==> src/rtl/axi_rd_timeout_guard.sv <==
// Read-channel timeout guard: tracks outstanding ARs, drains them with SLVERR
// on a budget overrun and holds the subordinate isolated until cleared.

package axi_rd_timeout_guard_pkg;
  localparam int unsigned IdW   = 2;
  localparam int unsigned AddrW = 32;
  localparam int unsigned DataW = 32;

  typedef struct packed {
    logic [IdW-1:0]   id;
    logic [AddrW-1:0] addr;
    logic [7:0]       len;
    logic [2:0]       size;
    logic [1:0]       burst;
    logic [5:0]       atop;
  } aw_chan_t;

  typedef struct packed {
    logic [DataW-1:0]   data;
    logic [DataW/8-1:0] strb;
    logic               last;
  } w_chan_t;

  typedef struct packed {
    logic [IdW-1:0] id;
    logic [1:0]     resp;
  } b_chan_t;

  typedef struct packed {
    logic [IdW-1:0]   id;
    logic [AddrW-1:0] addr;
    logic [7:0]       len;
    logic [2:0]       size;
    logic [1:0]       burst;
  } ar_chan_t;

  typedef struct packed {
    logic [IdW-1:0]   id;
    logic [DataW-1:0] data;
    logic [1:0]       resp;
    logic             last;
  } r_chan_t;

  typedef struct packed {
    aw_chan_t aw;
    logic     aw_valid;
    w_chan_t  w;
    logic     w_valid;
    logic     b_ready;
    ar_chan_t ar;
    logic     ar_valid;
    logic     r_ready;
  } req_t;

  typedef struct packed {
    logic    aw_ready;
    logic    ar_ready;
    logic    w_ready;
    logic    b_valid;
    b_chan_t b;
    logic    r_valid;
    r_chan_t r;
  } rsp_t;
endpackage

module axi_rd_timeout_guard #(
  parameter int unsigned AxiIdWidth = 2,
  parameter int unsigned MaxTxns    = 4,
  parameter int unsigned CntWidth   = 16,
  parameter type         req_t      = axi_rd_timeout_guard_pkg::req_t,
  parameter type         rsp_t      = axi_rd_timeout_guard_pkg::rsp_t
) (
  input  logic                         clk_i,
  input  logic                         rst_ni,
  input  logic                         guard_ena_i,
  input  logic [CntWidth-1:0]          budget_i,
  input  logic                         clr_i,
  input  req_t                         req_i,
  output rsp_t                         rsp_o,
  output req_t                         req_o,
  input  rsp_t                         rsp_i,
  output logic                         irq_o,
  output logic                         rst_req_o,
  output logic [AxiIdWidth-1:0]        fault_id_o,
  output logic [$clog2(MaxTxns+1)-1:0] outstanding_o
);

  localparam int unsigned IdxW = (MaxTxns > 1) ? $clog2(MaxTxns) : 1;
  localparam int unsigned OutW = $clog2(MaxTxns + 1);

  typedef enum logic [1:0] {StIdle, StDrain, StFault} state_e;

  state_e                state_q, state_d;
  logic [MaxTxns-1:0]    valid_q, valid_d;
  logic [AxiIdWidth-1:0] id_q  [MaxTxns];
  logic [AxiIdWidth-1:0] id_d  [MaxTxns];
  logic [CntWidth-1:0]   cnt_q [MaxTxns];
  logic [CntWidth-1:0]   cnt_d [MaxTxns];
  logic [AxiIdWidth-1:0] fault_id_q, fault_id_d;
  logic [OutW-1:0]       outstanding_q, outstanding_d;

  logic                  full;
  logic                  alloc_found, free_found, serve_found, to_found;
  logic [IdxW-1:0]       alloc_idx, free_idx, serve_idx, to_idx;
  logic [CntWidth-1:0]   free_cnt;
  logic                  ar_hs, free_en;

  // Full comes from registered state only: a free this cycle does not open a slot.
  assign full = &valid_q;

  // Table lookups: lowest free slot, lowest valid slot, oldest entry matching the R id.
  always_comb begin
    alloc_found = 1'b0;
    alloc_idx   = '0;
    serve_found = 1'b0;
    serve_idx   = '0;
    free_found  = 1'b0;
    free_idx    = '0;
    free_cnt    = '0;
    for (int unsigned i = 0; i < MaxTxns; i++) begin
      if (!valid_q[i] && !alloc_found) begin
        alloc_found = 1'b1;
        alloc_idx   = IdxW'(i);
      end
      if (valid_q[i] && !serve_found) begin
        serve_found = 1'b1;
        serve_idx   = IdxW'(i);
      end
      if (valid_q[i] && (id_q[i] == rsp_i.r.id) && (!free_found || (cnt_q[i] > free_cnt))) begin
        free_found = 1'b1;
        free_idx   = IdxW'(i);
        free_cnt   = cnt_q[i];
      end
    end
  end

  // Next-state, table update and channel steering.
  always_comb begin
    state_d    = state_q;
    valid_d    = valid_q;
    id_d       = id_q;
    fault_id_d = fault_id_q;
    req_o      = req_i;
    rsp_o      = rsp_i;
    ar_hs      = 1'b0;
    free_en    = 1'b0;
    to_found   = 1'b0;
    to_idx     = '0;

    for (int unsigned i = 0; i < MaxTxns; i++) begin
      cnt_d[i] = cnt_q[i];
      if (valid_q[i] && (cnt_q[i] != '1)) cnt_d[i] = cnt_q[i] + 1'b1;
    end

    unique case (state_q)
      StIdle: begin
        req_o.ar_valid = req_i.ar_valid & ~full;
        rsp_o.ar_ready = rsp_i.ar_ready & ~full;
        ar_hs   = req_i.ar_valid & rsp_o.ar_ready & alloc_found;
        free_en = rsp_i.r_valid & req_i.r_ready & rsp_i.r.last & free_found;
        // An entry freed this cycle cannot time out: the R last wins the race.
        for (int unsigned i = 0; i < MaxTxns; i++) begin
          if (valid_q[i] && (cnt_q[i] == budget_i) && !(free_en && (free_idx == IdxW'(i)))
              && !to_found) begin
            to_found = 1'b1;
            to_idx   = IdxW'(i);
          end
        end
        if (free_en) valid_d[free_idx] = 1'b0;
        if (ar_hs) begin
          valid_d[alloc_idx] = 1'b1;
          id_d[alloc_idx]    = req_i.ar.id;
          cnt_d[alloc_idx]   = '0;
        end
        if (to_found && guard_ena_i && (budget_i != '0)) begin
          state_d    = StDrain;
          fault_id_d = id_q[to_idx];
        end
      end
      StDrain, StFault: begin
        req_o.ar_valid = 1'b0;
        req_o.aw_valid = 1'b0;
        req_o.r_ready  = 1'b1;
        rsp_o.ar_ready = 1'b0;
        rsp_o.aw_ready = 1'b0;
        rsp_o.r        = '0;
        rsp_o.r_valid  = 1'b0;
        if (state_q == StDrain) begin
          rsp_o.r.id    = id_q[serve_idx];
          rsp_o.r.resp  = 2'b10;
          rsp_o.r.last  = 1'b1;
          rsp_o.r_valid = serve_found;
          if (serve_found && req_i.r_ready) valid_d[serve_idx] = 1'b0;
          if (valid_d == '0) state_d = StFault;
        end else if (clr_i) begin
          state_d    = StIdle;
          fault_id_d = '0;
          valid_d    = '0;
        end
      end
      default: state_d = StIdle;
    endcase

    outstanding_d = '0;
    for (int unsigned i = 0; i < MaxTxns; i++) begin
      outstanding_d = outstanding_d + OutW'(valid_d[i]);
    end
  end

  // State and table registers.
  always_ff @(posedge clk_i or negedge rst_ni) begin
    if (!rst_ni) begin
      state_q       <= StIdle;
      valid_q       <= '0;
      id_q          <= '{default: '0};
      cnt_q         <= '{default: '0};
      fault_id_q    <= '0;
      outstanding_q <= '0;
    end else begin
      state_q       <= state_d;
      valid_q       <= valid_d;
      id_q          <= id_d;
      cnt_q         <= cnt_d;
      fault_id_q    <= fault_id_d;
      outstanding_q <= outstanding_d;
    end
  end

  assign irq_o         = (state_q != StIdle);
  assign rst_req_o     = (state_q == StFault);
  assign fault_id_o    = fault_id_q;
  assign outstanding_o = outstanding_q;

endmodule

==> config.mk <==
export PLATFORM = sky130hd
export DESIGN_NAME = axi_rd_timeout_guard
export DESIGN_NICKNAME = d
export VERILOG_FILES = /design/src/rtl/axi_rd_timeout_guard.sv
export SDC_FILE = /design/constraint.sdc
export NUM_CORES = 1
export LEC_CHECK = 0
export ABC_AREA = 1
export BUFFER_PORTS_ARGS = -buffer_cell sky130_fd_sc_hd__buf_2
export CAP_MARGIN = 20
export CORE_AREA = 2 2 158 160
export DETAILED_ROUTE_END_ITERATION = 8
export DIE_AREA = 0 0 160 162
export SLEW_MARGIN = 20
export SYNTH_ARGS = -nofsm -noshare
export SYNTH_HDL_FRONTEND = slang
export SYNTH_SLANG_ARGS = --single-unit
==> constraint.sdc <==
create_clock -name clk_i -period 11 [get_ports clk_i]
set_input_delay 2.2 -clock clk_i [delete_from_list [all_inputs] [get_ports clk_i]]
set_output_delay 2.2 -clock clk_i [all_outputs]
set_load 0.01 [all_outputs]
==> metrics.md <==
| Metric | Value |
|---|---|
| Count of final setup violators | `0` |
| CTS root buffer | `clkbuf_16` |
| Num rows | `57` |
| Die Wd | `160 microns` |
| Multi-input gate area | `0.004737 sq mm` |
| Wirelength per Cell | `17.47 microns` |
| Worst-path fanout max | `34` |
| Vias in the first global route | `7647` |
| Post-CTS setup buffers | `0` |
| CP startpoint | `rsp_i[35]` |
| Max Cap Viol | `0` |
| Filler Cell Count | `2697` |
| Slowest cell on crit path | `fa_1` |
| Total GRT Usage | `0.2129` |
| Skew final | `4.920 ps` |
| Fmax | `115.3 MHz` |
| Largest net degree at the start of global routing | `49` |
| Initial antenna violation count | `0` |
| Hpwl dp | `21780 microns` |
| Die area | `0.02592 sq mm` |
| LEAKAGE | `4.598 nW` |
| Routability Congestion | `0.9350` |
| Clock slew at reported path FFs | `60 ps` |
| Longest Clk Path Bufs | `2` |
| Synthesized flop and latch total | `83` |
| Initial DRC count | `601` |
| Synth warn | `0` |
| Arr. time, crit path | `8910 ps` |
| Cts bufs inserted | `9` |
| R2R cell count | `46` |
| Crit path top cell by count | `nand2_1` |
| Diode count | `0` |
| Netlist Area Pre-Place | `0.008707 sq mm` |
| Final nets | `1504` |
| Drc violations | `0` |
| Least-Margin Pin Slew | `739.1 ps` |
| Startpoint Class | `primary input` |
| Final period utilization | `0.7887` |
| Slowest Stage Delay on Critical Path | `470 ps` |
| First-pass GRT wire length | `42740 microns` |
| Worst setup endpoint | `outstanding_o[1]` |
| CTS H-tree lvls | `3` |
| PD cells | `220.9 mW/mm^2` |
| TNS Setup | `0 ps` |
| Reg2Reg Setup Slack | `3720 ps` |
| Area Growth Syn to Fin | `1.308%` |
| Syn Nets | `1546` |
| Unique masters post-synth | `55` |
| Worst ir drop on vdd | `0.0001445 V` |
| Cts hold-fix bufs | `0` |
| CTS resizes | `0` |
| Sequential cell area | `0.002077 sq mm` |
| Core region area | `0.02411 sq mm` |
| Post-synthesis sequential area ratio | `0.2385` |
| Power Total | `0.001949 W` |
| Average size of a mapped cell | `6.808 sq um` |
| Clock Sinks | `83` |
| Req. time, crit path | `11240 ps` |
| Worst Setup End Kind | `flop` |
| Port Buf Inserts | `116` |
| Commonest non-fill, non-tap cell in the layout | `nand2_1` |
| Initial Utilization | `0.3612` |
| Die Height | `162 microns` |
| RR Startpoint | `valid_q[0]` |
| Ports | `403` |
| Post-route ant nets | `0` |
| Via/cell ratio | `5.156` |
| Fin crit period | `8676 ps` |
| Clk_lat worst skew | `350 ps` |
| Clock tree from TritonCTS | `built` |
| Vias | `8069` |
| Reg-to-reg critical path endpoint | `outstanding_o[1]` |
| DRT Pass-1 Iters | `5` |
| Hold Vio Cnt, Final | `0` |
| Synthesized instance count | `1279` |
| Max-slew headroom | `0.5008` |
| Total grt overflow | `0` |
| Unrepaired setup endpoints after global routing | `false` |
| Commonest cells after routing, fill and taps aside | `244 x nand2_1, 171 x inv_1, 131 x nor2_1` |
| Kind of critical path | `in2reg` |
| WL final | `27350 microns` |
| Pins Over Slew Limit | `0` |
| Path category of the worst min-delay check | `reg2reg` |
| Layout cell share with drive strength beyond 1 | `0.1587` |
| Outcome | `finished clean` |
## through the flow
step | hold WS, ps | area, sq um | setup slack [ps] | instances | util
6_report | 499.1 | 8821 | 2324 | 1565 | 0.3659
2_1_floorplan | 489.3 | 8707 | 3014 | 1279 | -
3_3_place_gp | 469.4 | 8501 | 2088 | 1550 | 0.3526
5_1_grt | 529.0 | 8821 | 1474 | 1565 | 0.3659
4_1_cts | 498.1 | 8818 | 2385 | 1565 | 0.3658
3_5_place_dp | 477.0 | 8501 | 2022 | 1550 | 0.3526
## synthesized netlist by cell type (all sizes together)
cell type | number | area (sq um)
a211oi | 4 | 30.03
a21boi | 1 | 7.510
a41oi | 1 | 8.760
buf | 157 | 1159
or2 | 2 | 12.51
a22oi | 1 | 7.510
nor3 | 39 | 249.0
a221oi | 3 | 26.28
and3 | 1 | 6.260
o221ai | 1 | 8.760
o41ai | 1 | 8.760
a21oi | 64 | 324.1
fa | 1 | 20.02
clkbuf | 15 | 58.81
nand4 | 23 | 165.2
xor2 | 26 | 227.7
nor3b | 2 | 20.02
dfrtp | 83 | 2077
o2111ai | 4 | 35.03
nand3 | 59 | 342.8
a31oi | 3 | 18.77
ha | 58 | 725.7
a21o | 3 | 22.52
o21bai | 2 | 26.28
and2 | 1 | 6.260
o21ai | 97 | 485.5
inv | 180 | 678.2
xnor2 | 12 | 105.1
o21a | 4 | 30.03
nor2 | 143 | 579.3
nand2 | 263 | 1065
o31ai | 1 | 7.510
o22ai | 12 | 75.07
nor4 | 12 | 87.58
## state kept, by name, summed over array words and instances (netlist names)
name	flops
outstanding_o	3
state_q	2
id_q	8
cnt_q	64
valid_q	4
fault_id_o	2
## routing by layer
layer | routed length, microns | track usage | vias up | part of all wire
met5 | 0 | 0 | - | 0
met4 | 837 | 0.09173 | 0 | 0.031
met3 | 2223 | 0.04213 | 72 | 0.081
met2 | 12870 | 0.3638 | 352 | 0.47
met1 | 11420 | 0.2621 | 3747 | 0.42
li1 | - | - | 3898 | -
## report_power, final
part	internal, W	switching, W	total [W]	leakage (nW)
Clock	0.000204	0.000128	0.000332	0.148
Sequential	0.000393	0.000175	0.000568	1.07
Combinational	0.000394	0.000655	0.00105	3.38
## critical path, delay by kind of cell
| family | cells | cell delay (ps) |
|---|---|---|
| AO/OA/AOI/OAI | 4 | 880 |
| XOR/XNOR | 1 | 130 |
| adder cells (fa/ha/maj) | 6 | 1910 |
| buffers and inverters | 4 | 520 |
| AND/OR/NAND/NOR | 33 | 3230 |
## worst min-delay path by stage
stage | start | endpoint | slack [ps] | cells past startpoint
floorplan | state_q[1] | state_q[1] | 490 | 2
global placement | fault_id_o[0] | fault_id_o[0] | 470 | 2
detailed placement | fault_id_o[0] | fault_id_o[0] | 480 | 2
CTS | fault_id_o[0] | fault_id_o[0] | 500 | 2
global route | fault_id_o[0] | fault_id_o[0] | 530 | 2
finish | fault_id_o[0] | fault_id_o[0] | 500 | 2
## logic make-up (layout without fill, tap and decap cells)
family                     count (synthesis)  after routing  synth area share
xor gates and xnor gates                  38             38           0.03822
buffers and inverters                    352            314            0.2177
adders and majority gates                 59             59           0.08565
DFF                                       83             83            0.2385
AOI/OAI and AO/OA                        202            202            0.1289
and+or+nand+nor                          545            545            0.2910
## cell type report
| class | instances | area share |
|---|---|---|
| Inverter | 180 | 0.07688 |
| Multi-Input combinational cell | 844 | 0.5370 |
| Clock inverter | 4 | 0.008511 |
| Sequential cell | 83 | 0.2355 |
| Clock buffer | 11 | 0.02752 |
| Tap cell | 324 | 0.04596 |
| Timing Repair Buffer | 119 | 0.06865 |
(Power assumes the default switching activity.)
